--- config.mk ---
export PLATFORM = sky130hd
export DESIGN_NAME = cache_fill_arb
export DESIGN_NICKNAME = d
export VERILOG_FILES = /design/src/rtl/cache_fill_arb.sv
export SDC_FILE = /design/constraint.sdc
export NUM_CORES = 1
export LEC_CHECK = 0
export CAP_MARGIN = 20
export CORE_MARGIN = 10
export CORE_UTILIZATION = 39
export DETAILED_ROUTE_END_ITERATION = 16
export PLACE_DENSITY = 0.81
export SETUP_SLACK_MARGIN = 0.02
export SLEW_MARGIN = 40
export SYNTH_ARGS = -nofsm -noshare
export SYNTH_HDL_FRONTEND = slang
export SYNTH_SLANG_ARGS = --single-unit
--- constraint.sdc ---
create_clock -name clk -period 2.5 [get_ports clk]
set_clock_uncertainty 0.2 [all_clocks]
set_input_delay 0.625 -clock clk [delete_from_list [all_inputs] [get_ports clk]]
set_output_delay 0.625 -clock clk [all_outputs]
set_load 0.01 [all_outputs]
--- src/rtl/cache_fill_arb.sv ---
// Fixed-priority block-fill arbiter: picks one missing cache, streams a block of
// WORDS reads to memory, writes the returned words back, then pulses tag_we/done.
module cache_fill_arb #(
  parameter int DATA_W = 16,
  parameter int ADDR_W = 16,
  parameter int WORDS  = 8,
  parameter int NUM_CH = 2
) (
  input  logic                       clk,
  input  logic                       rst_n,
  input  logic [NUM_CH-1:0]          miss_req,
  input  logic [NUM_CH*ADDR_W-1:0]   miss_addr,
  output logic                       mem_en,
  output logic [ADDR_W-1:0]          mem_addr,
  input  logic                       mem_data_valid,
  input  logic [DATA_W-1:0]          mem_data,
  output logic [NUM_CH-1:0]          grant,
  output logic                       busy,
  output logic                       fill_we,
  output logic [$clog2(WORDS)-1:0]   fill_word,
  output logic [DATA_W-1:0]          fill_data,
  output logic [NUM_CH-1:0]          tag_we,
  output logic [NUM_CH-1:0]          done
);

  localparam int WB = $clog2(WORDS);
  localparam int CW = WB + 1;
  localparam logic [CW-1:0]     WORDS_C   = CW'(WORDS);
  localparam logic [CW-1:0]     LAST_C    = CW'(WORDS - 1);
  // Words are 2 bytes, so a block spans 2*WORDS bytes.
  localparam logic [ADDR_W-1:0] BASE_MASK = {{(ADDR_W-CW){1'b1}}, {CW{1'b0}}};

  typedef enum logic [1:0] {IDLE, FILL, DONE} state_e;

  state_e              state_q, state_d;
  logic [NUM_CH-1:0]   grant_q, grant_d;
  logic [ADDR_W-1:0]   base_q, base_d;
  logic [CW-1:0]       issue_q, issue_d;
  logic [CW-1:0]       recv_q, recv_d;
  logic                busy_q, busy_d;
  logic [NUM_CH-1:0]   tag_we_q, tag_we_d;
  logic [NUM_CH-1:0]   done_q, done_d;

  logic [NUM_CH-1:0]   pick;
  logic [ADDR_W-1:0]   pick_addr;
  logic                issuing;
  logic                accept;

  // Scan from the top down so the lowest-index requester is the last write and wins.
  always_comb begin
    pick      = '0;
    pick_addr = '0;
    for (int c = NUM_CH - 1; c >= 0; c--) begin
      if (miss_req[c]) begin
        pick      = '0;
        pick[c]   = 1'b1;
        pick_addr = miss_addr[c*ADDR_W +: ADDR_W];
      end
    end
  end

  assign issuing   = (state_q == FILL) && (issue_q < WORDS_C);
  assign accept    = (state_q == FILL) && mem_data_valid && (recv_q < WORDS_C);

  assign mem_en    = issuing;
  assign mem_addr  = issuing ? (base_q + ADDR_W'({issue_q, 1'b0})) : '0;
  assign fill_we   = accept;
  assign fill_word = recv_q[WB-1:0];
  assign fill_data = mem_data;

  // NOTE: every always_comb output gets a default first, so no path can infer a latch.
  always_comb begin
    state_d = state_q;
    grant_d = grant_q;
    base_d  = base_q;
    issue_d = issue_q;
    recv_d  = recv_q;
    unique case (state_q)
      IDLE: begin
        if (|miss_req) begin
          state_d = FILL;
          grant_d = pick;
          base_d  = pick_addr & BASE_MASK;
          issue_d = '0;
          recv_d  = '0;
        end
      end
      FILL: begin
        if (issuing) issue_d = issue_q + CW'(1);
        if (accept) begin
          recv_d = recv_q + CW'(1);
          if (recv_q == LAST_C) state_d = DONE;
        end
      end
      DONE: begin
        state_d = IDLE;
        grant_d = '0;
      end
      default: state_d = IDLE;
    endcase
    // Registered outputs are derived from the next state so they align with it.
    busy_d   = (state_d != IDLE);
    tag_we_d = (state_d == DONE) ? grant_d : '0;
    done_d   = (state_d == DONE) ? grant_d : '0;
  end

  // NOTE: sequential state uses non-blocking assignments so all flops update together.
  always_ff @(posedge clk or negedge rst_n) begin
    if (!rst_n) begin
      state_q  <= IDLE;
      grant_q  <= '0;
      base_q   <= '0;
      issue_q  <= '0;
      recv_q   <= '0;
      busy_q   <= 1'b0;
      tag_we_q <= '0;
      done_q   <= '0;
    end else begin
      state_q  <= state_d;
      grant_q  <= grant_d;
      base_q   <= base_d;
      issue_q  <= issue_d;
      recv_q   <= recv_d;
      busy_q   <= busy_d;
      tag_we_q <= tag_we_d;
      done_q   <= done_d;
    end
  end

  assign grant  = grant_q;
  assign busy   = busy_q;
  assign tag_we = tag_we_q;
  assign done   = done_q;

endmodule

Word level (Yosys, flattened, before mapping)
Cells that the tools add are included.
{"block": "totals", "register_bits": 27, "inputBits": 53, "output_inout_bits": 44, "word_cells": 46}
{"block": "classes", "add_sub_neg": 3, "order_cmp": 2, "n_eq_ne": 7, "n_mux": 17, "n_reduce_logical": 10}
{"cell": "$mux W16", "count": 3}
{"cell": "$add A16 B5 Y16", "count": 1}
{"cell": "$pmux W4 S2", "count": 2}
{"cell": "$mux W2", "count": 7}
{"cell": "$mux W4", "count": 3}
{"cell": "$add A4 B1 Y4 const B", "count": 2}
{"cell": "$lt A4 B4 Y1 const B", "count": 2}
{"cell": "$pmux W2 S2", "count": 2}
{"cell": "$ne A2 B2 Y1 const B", "count": 3}
{"cell": "$reduce_and A3 Y1", "count": 2}
{"cell": "$eq A2 B2 Y1 const B", "count": 2}
{"cell": "$eq A4 B3 Y1 const B", "count": 1}
{"cell": "$reduce_bool A2 Y1", "count": 2}
{"cell": "$logic_and A1 B1 Y1", "count": 3}
{"cell": "$eq A2 B1 Y1 const B", "count": 1}
{"cell": "$logic_not A2 Y1", "count": 1}
{"cell": "$reduce_and A2 Y1", "count": 1}
{"cell": "$reduce_or A2 Y1", "count": 1}

Logic depth before layout (Yosys ltp)
{"block": "depth", "ltp_word": 7, "mapped_depth": 6, "ltp_nobuf": 5}

Least setup slack after synthesis
No wires, ideal clock.
{"block": "synth_path", "path_kind": "reg2out", "startpoint": "register issue_q[3]", "endpoint": "output port mem_addr[12]", "t_arrival_ns": 1.570, "required_time_ns": 1.675, "slack_ns": 0.105, "stages_incl_launch_ff": 6, "path_buffers": 0, "cell_sequence": "dfrtp_1 ha_1 ha_1 nand3_2 or4_1 a21oi_1"}
{"block": "synth_via", "elab_chain_cells": 3, "elab_cells_between_ends": 4, "cone_classes": "add/sub (1); order compare (1); mux (1); reduce/logical (1)"}
{"element": "start, declared", "line": "38", "rtl": "logic [CW-1:0] issue_q, issue_d;"}
{"element": "start signal, assigned", "line": "122", "rtl": "issue_q <= issue_d;"}
{"element": "parallel branches: the longest is 2 deep, another holds $add A16 B5 Y16"}
{"element": "$mux W16 *", "line": "66", "rtl": "assign mem_addr = issuing ? (base_q + ADDR_W'({issue_q, 1'b0})) : '0;"}
{"element": "end, declared", "line": "14", "rtl": "output logic [ADDR_W-1:0] mem_addr,"}
Every way passes the cells marked *.

Final worst setup path
{"block": "layout_path", "startpoint": "register base_q[4]", "endpoint": "output port mem_addr[12]"}
{"block": "layout_via", "elab_chain_cells": 2}
{"element": "start, declared", "line": "37", "rtl": "logic [ADDR_W-1:0] base_q, base_d;"}
{"element": "start signal, assigned", "line": "121", "rtl": "base_q <= base_d;"}
{"element": "$add A16 B5 Y16", "line": "66"}
{"element": "$mux W16", "line": "66"}
Every way passes these cells.

==> impl_results.md <==
- Status: finished, violations left
- Failing checks: negative setup slack
- Reg2Reg Depth: 6
- IO buf count: 55
- CTS H-tree lvls: 1
- Top_reg_cell synth: dfrtp_1
- Reg2Reg Capture Point: issue_q[2]
- Initial DRC count: 116
- Minimum clock period: 2690 ps
- Worst skew pair latency: 270 ps
- Static leakage: 1.05 nW
- Final max-slew violation count: 0
- Initial Utilization: 0.398
- Clock Path Buffers: 2
- Setup tns final: -853 ps
- First-pass detailed-route iteration total: 4
- Layout cells sized above 1: 0.316
- Clock transition at path regs: 100 ps
- Crit path launch type: register
- CTS tree: built
- Cell family with most CP delay: simple AND/OR/NAND/NOR gates
- Vias: 1,576
- Utilization after layout: 0.564
- Die Ht: 86.4 um
- Final Hold Fails: 0
- Share of the synthesized area in the top cell type: 0.393
- Vias in the first global route: 1,626
- Fmax: 0.371 GHz
- Crit-path cells: ha_4 -> ha_4 -> nand3_4 -> or4_4 -> a21oi_2 -> buf_2
- Most used cell, CP: ha_4
- WL final: 4890 um
- PwrDens: 1050 nW/um^2
- # IOs: 97
- Synthesis Warnings: 0
- Worst path slowest cell: or4_4
- Routed Antenna Nets: 0
- Total CTS buffers: 3
- Full die area: 7470 um^2
- M1 GR Usage: 0.154
- RSZ-0062 raised after global routing: yes
- Synth area leaders: dfrtp_1, buf_4, o21ai_0
- Crit. Startpoint: base_q[4]
- Worst setup path class: reg -> out
- Critical path depth in cells: 6
- Dominant cell by count in the synthesized netlist: dfrtp_1
- Clock Sinks: 27
- Asr flop ratio synth: 1.00
- Rows: 24
- Critical path required time: 1670 ps
- Hold Slack: 301 ps
- Fillers: 376
- Worst Slack Setup Final: -195 ps
- Syn Nets: 242
- Fin crit share: 1.08
- Slew HR: 0.664
- Sw Share: 0.402
- GRT Total Usage: 0.127
- Initial antenna violation count: 0
- Cells after synthesis: 185
- Total gr overflow: 0
- Fin nets: 305
- Avg Cell Area, Syn: 9.30 um^2
- Largest stage delay, worst path: 500 ps
- Critical path buffers and inverters: 1
- DRC viols: 0
- Die width: 86.4 um
- Area leader, netlist: dfrtp_1
- Sw power: 1.03 mW
- DP Wirelength: 3720 um
- Reg2reg start: issue_q[3]
- Hold Crit Class: reg -> reg
- Crit path capture type: output port
- Internal: 1.53 mW
- First-pass GRT wire length: 7930 um
- CP Max Fanout: 6
- Core area: 4320 um^2
- Flop pwr share: 0.309
- Root buffer cell: clkbuf_8
- Final Setup Violations: 9
- M2 GR Usage: 0.215
- R2R Setup Slk: 440 ps
- WL/cell: 16.3 um
- VDD IR max: 0.450 mV
- Layout area overhead: 41.7%
- Post-Synthesis Cell Area: 1720 um^2
- Seq/Total Area, Yosys: 0.393
- GR peak layer: met2
- Met3 global-route usage: 0.0263
- Gpl congestion: 0.862
- Combinational power share: 0.591
- Most frequent cells after synthesis: dfrtp_1, buf_4, o21ai_0, nand2_1, a22oi_1
- Max cap viols: 0
- Least-Margin Pin Slew: 505 ps
- Clk pwr share: 0.100
- Synth cell types: 48
- Data arrival, critical path: 1870 ps
- Largest net degree at the start of global routing: 28
- Avg Vias per Cell: 5.27
- Post-synth EDFFs: 0
- #FFs+latches synth: 27
- ANT cells: 0
- End point of the critical path: mem_addr[12]
layout make-up:
cell class              count  area, um^2  share of cell area
multi-input cells         123         877               0.360
repair buffers             88         746               0.306
flip-flops and latches     27         676               0.277
well taps                  52        65.1              0.0267
clock buffers               3        41.3              0.0169
inverters                   4        20.0             0.00821
clock inverters             1        7.51             0.00308
repair inverters            1        6.26             0.00257
layout by cell type (no fill, tap or decap), drive strengths merged, types with 2 or more instances in the layout:
| cell | Yosys | layout |
|---|---|---|
| inv | 4 | 4 |
| nand2 | 11 | 11 |
| dfrtp | 27 | 27 |
| nand4 | 2 | 2 |
| clkbuf | 4 | 3 |
| clkdlybuf4s50 | 0 | 38 |
| mux2i | 2 | 2 |
| or4 | 4 | 4 |
| mux2 | 3 | 3 |
| o21a | 2 | 2 |
| nand3 | 4 | 4 |
| a21oi | 8 | 8 |
| and2 | 7 | 7 |
| or2 | 2 | 2 |
| nand2b | 3 | 3 |
| or3 | 3 | 3 |
| o21ai | 30 | 30 |
| a22oi | 9 | 9 |
| ha | 4 | 4 |
| nor2 | 6 | 6 |
| buf | 27 | 48 |
| nor2b | 2 | 2 |
| o31ai | 4 | 4 |
| xnor2 | 2 | 2 |
what timing repair did:
action | 4_1_cts | 5_1_grt
hold buffers | 0 | 0
resized for setup | 80 | 8
buffers inserted | 3 | 2
endpoints found under the setup margin | 17 | 15
cloned | 1 | 0
pin swaps | 6 | 0
per-stage QoR:
step / setup WS [ps] / instance area (um^2) / power (mW) / std cells
finish: -195 / 2440 / 2.56 / 299
global route: -261 / 2440 / 2.76 / 299
CTS: -189 / 2390 / 2.52 / 297
detailed placement: -447 / 2320 / 2.25 / 289
global placement: -336 / 2320 / 2.20 / 289
floorplan: 105 / 1720 / 1.52 / 185
registers in the layout, summed over array words and instances, names as in the netlist:
register,cells
base_q,12
state_q,2
issue_q,4
busy,1
grant,2
done,2
recv_q,4
kinds of logic after synthesis:
group	Yosys count	synth area share
fa+ha+maj	4	0.0291
compound gates	60	0.211
other cells	1	0.00218
flops	27	0.393
simple gates	50	0.180
mux	5	0.0313
xor+xnor	3	0.0153
buf+inv	35	0.138
layer usage:
metal  wire, um  vias up  part of all wire
met1       2080      760              0.42
li1           -      764                 -
met2       2490       46              0.51
met5          0        -                 0
met4         41        0            0.0084
met3        280        6             0.057
power by group through the flow:
stage               registers [mW]  clock network [mW]  logic [mW]
finish                       0.792               0.256        1.52
global route                 0.815               0.282        1.66
CTS                          0.786               0.260        1.48
detailed placement           0.778                   0        1.47
global placement             0.770                   0        1.43
floorplan                    0.763                   0       0.761
how the worst min path moves through the flow:
stage | start | to | slack [ps] | cells after the start
after detailed placement | recv_q[2] | recv_q[2] | 290 | 1
final | recv_q[2] | recv_q[2] | 300 | 1
after global placement | recv_q[2] | recv_q[2] | 280 | 1
after CTS | recv_q[2] | recv_q[2] | 310 | 1
after global routing | recv_q[2] | recv_q[2] | 340 | 1
after floorplan | rst_n | base_q[10] | 130 | 0
Note: power is estimated with default switching activity, not from simulation.
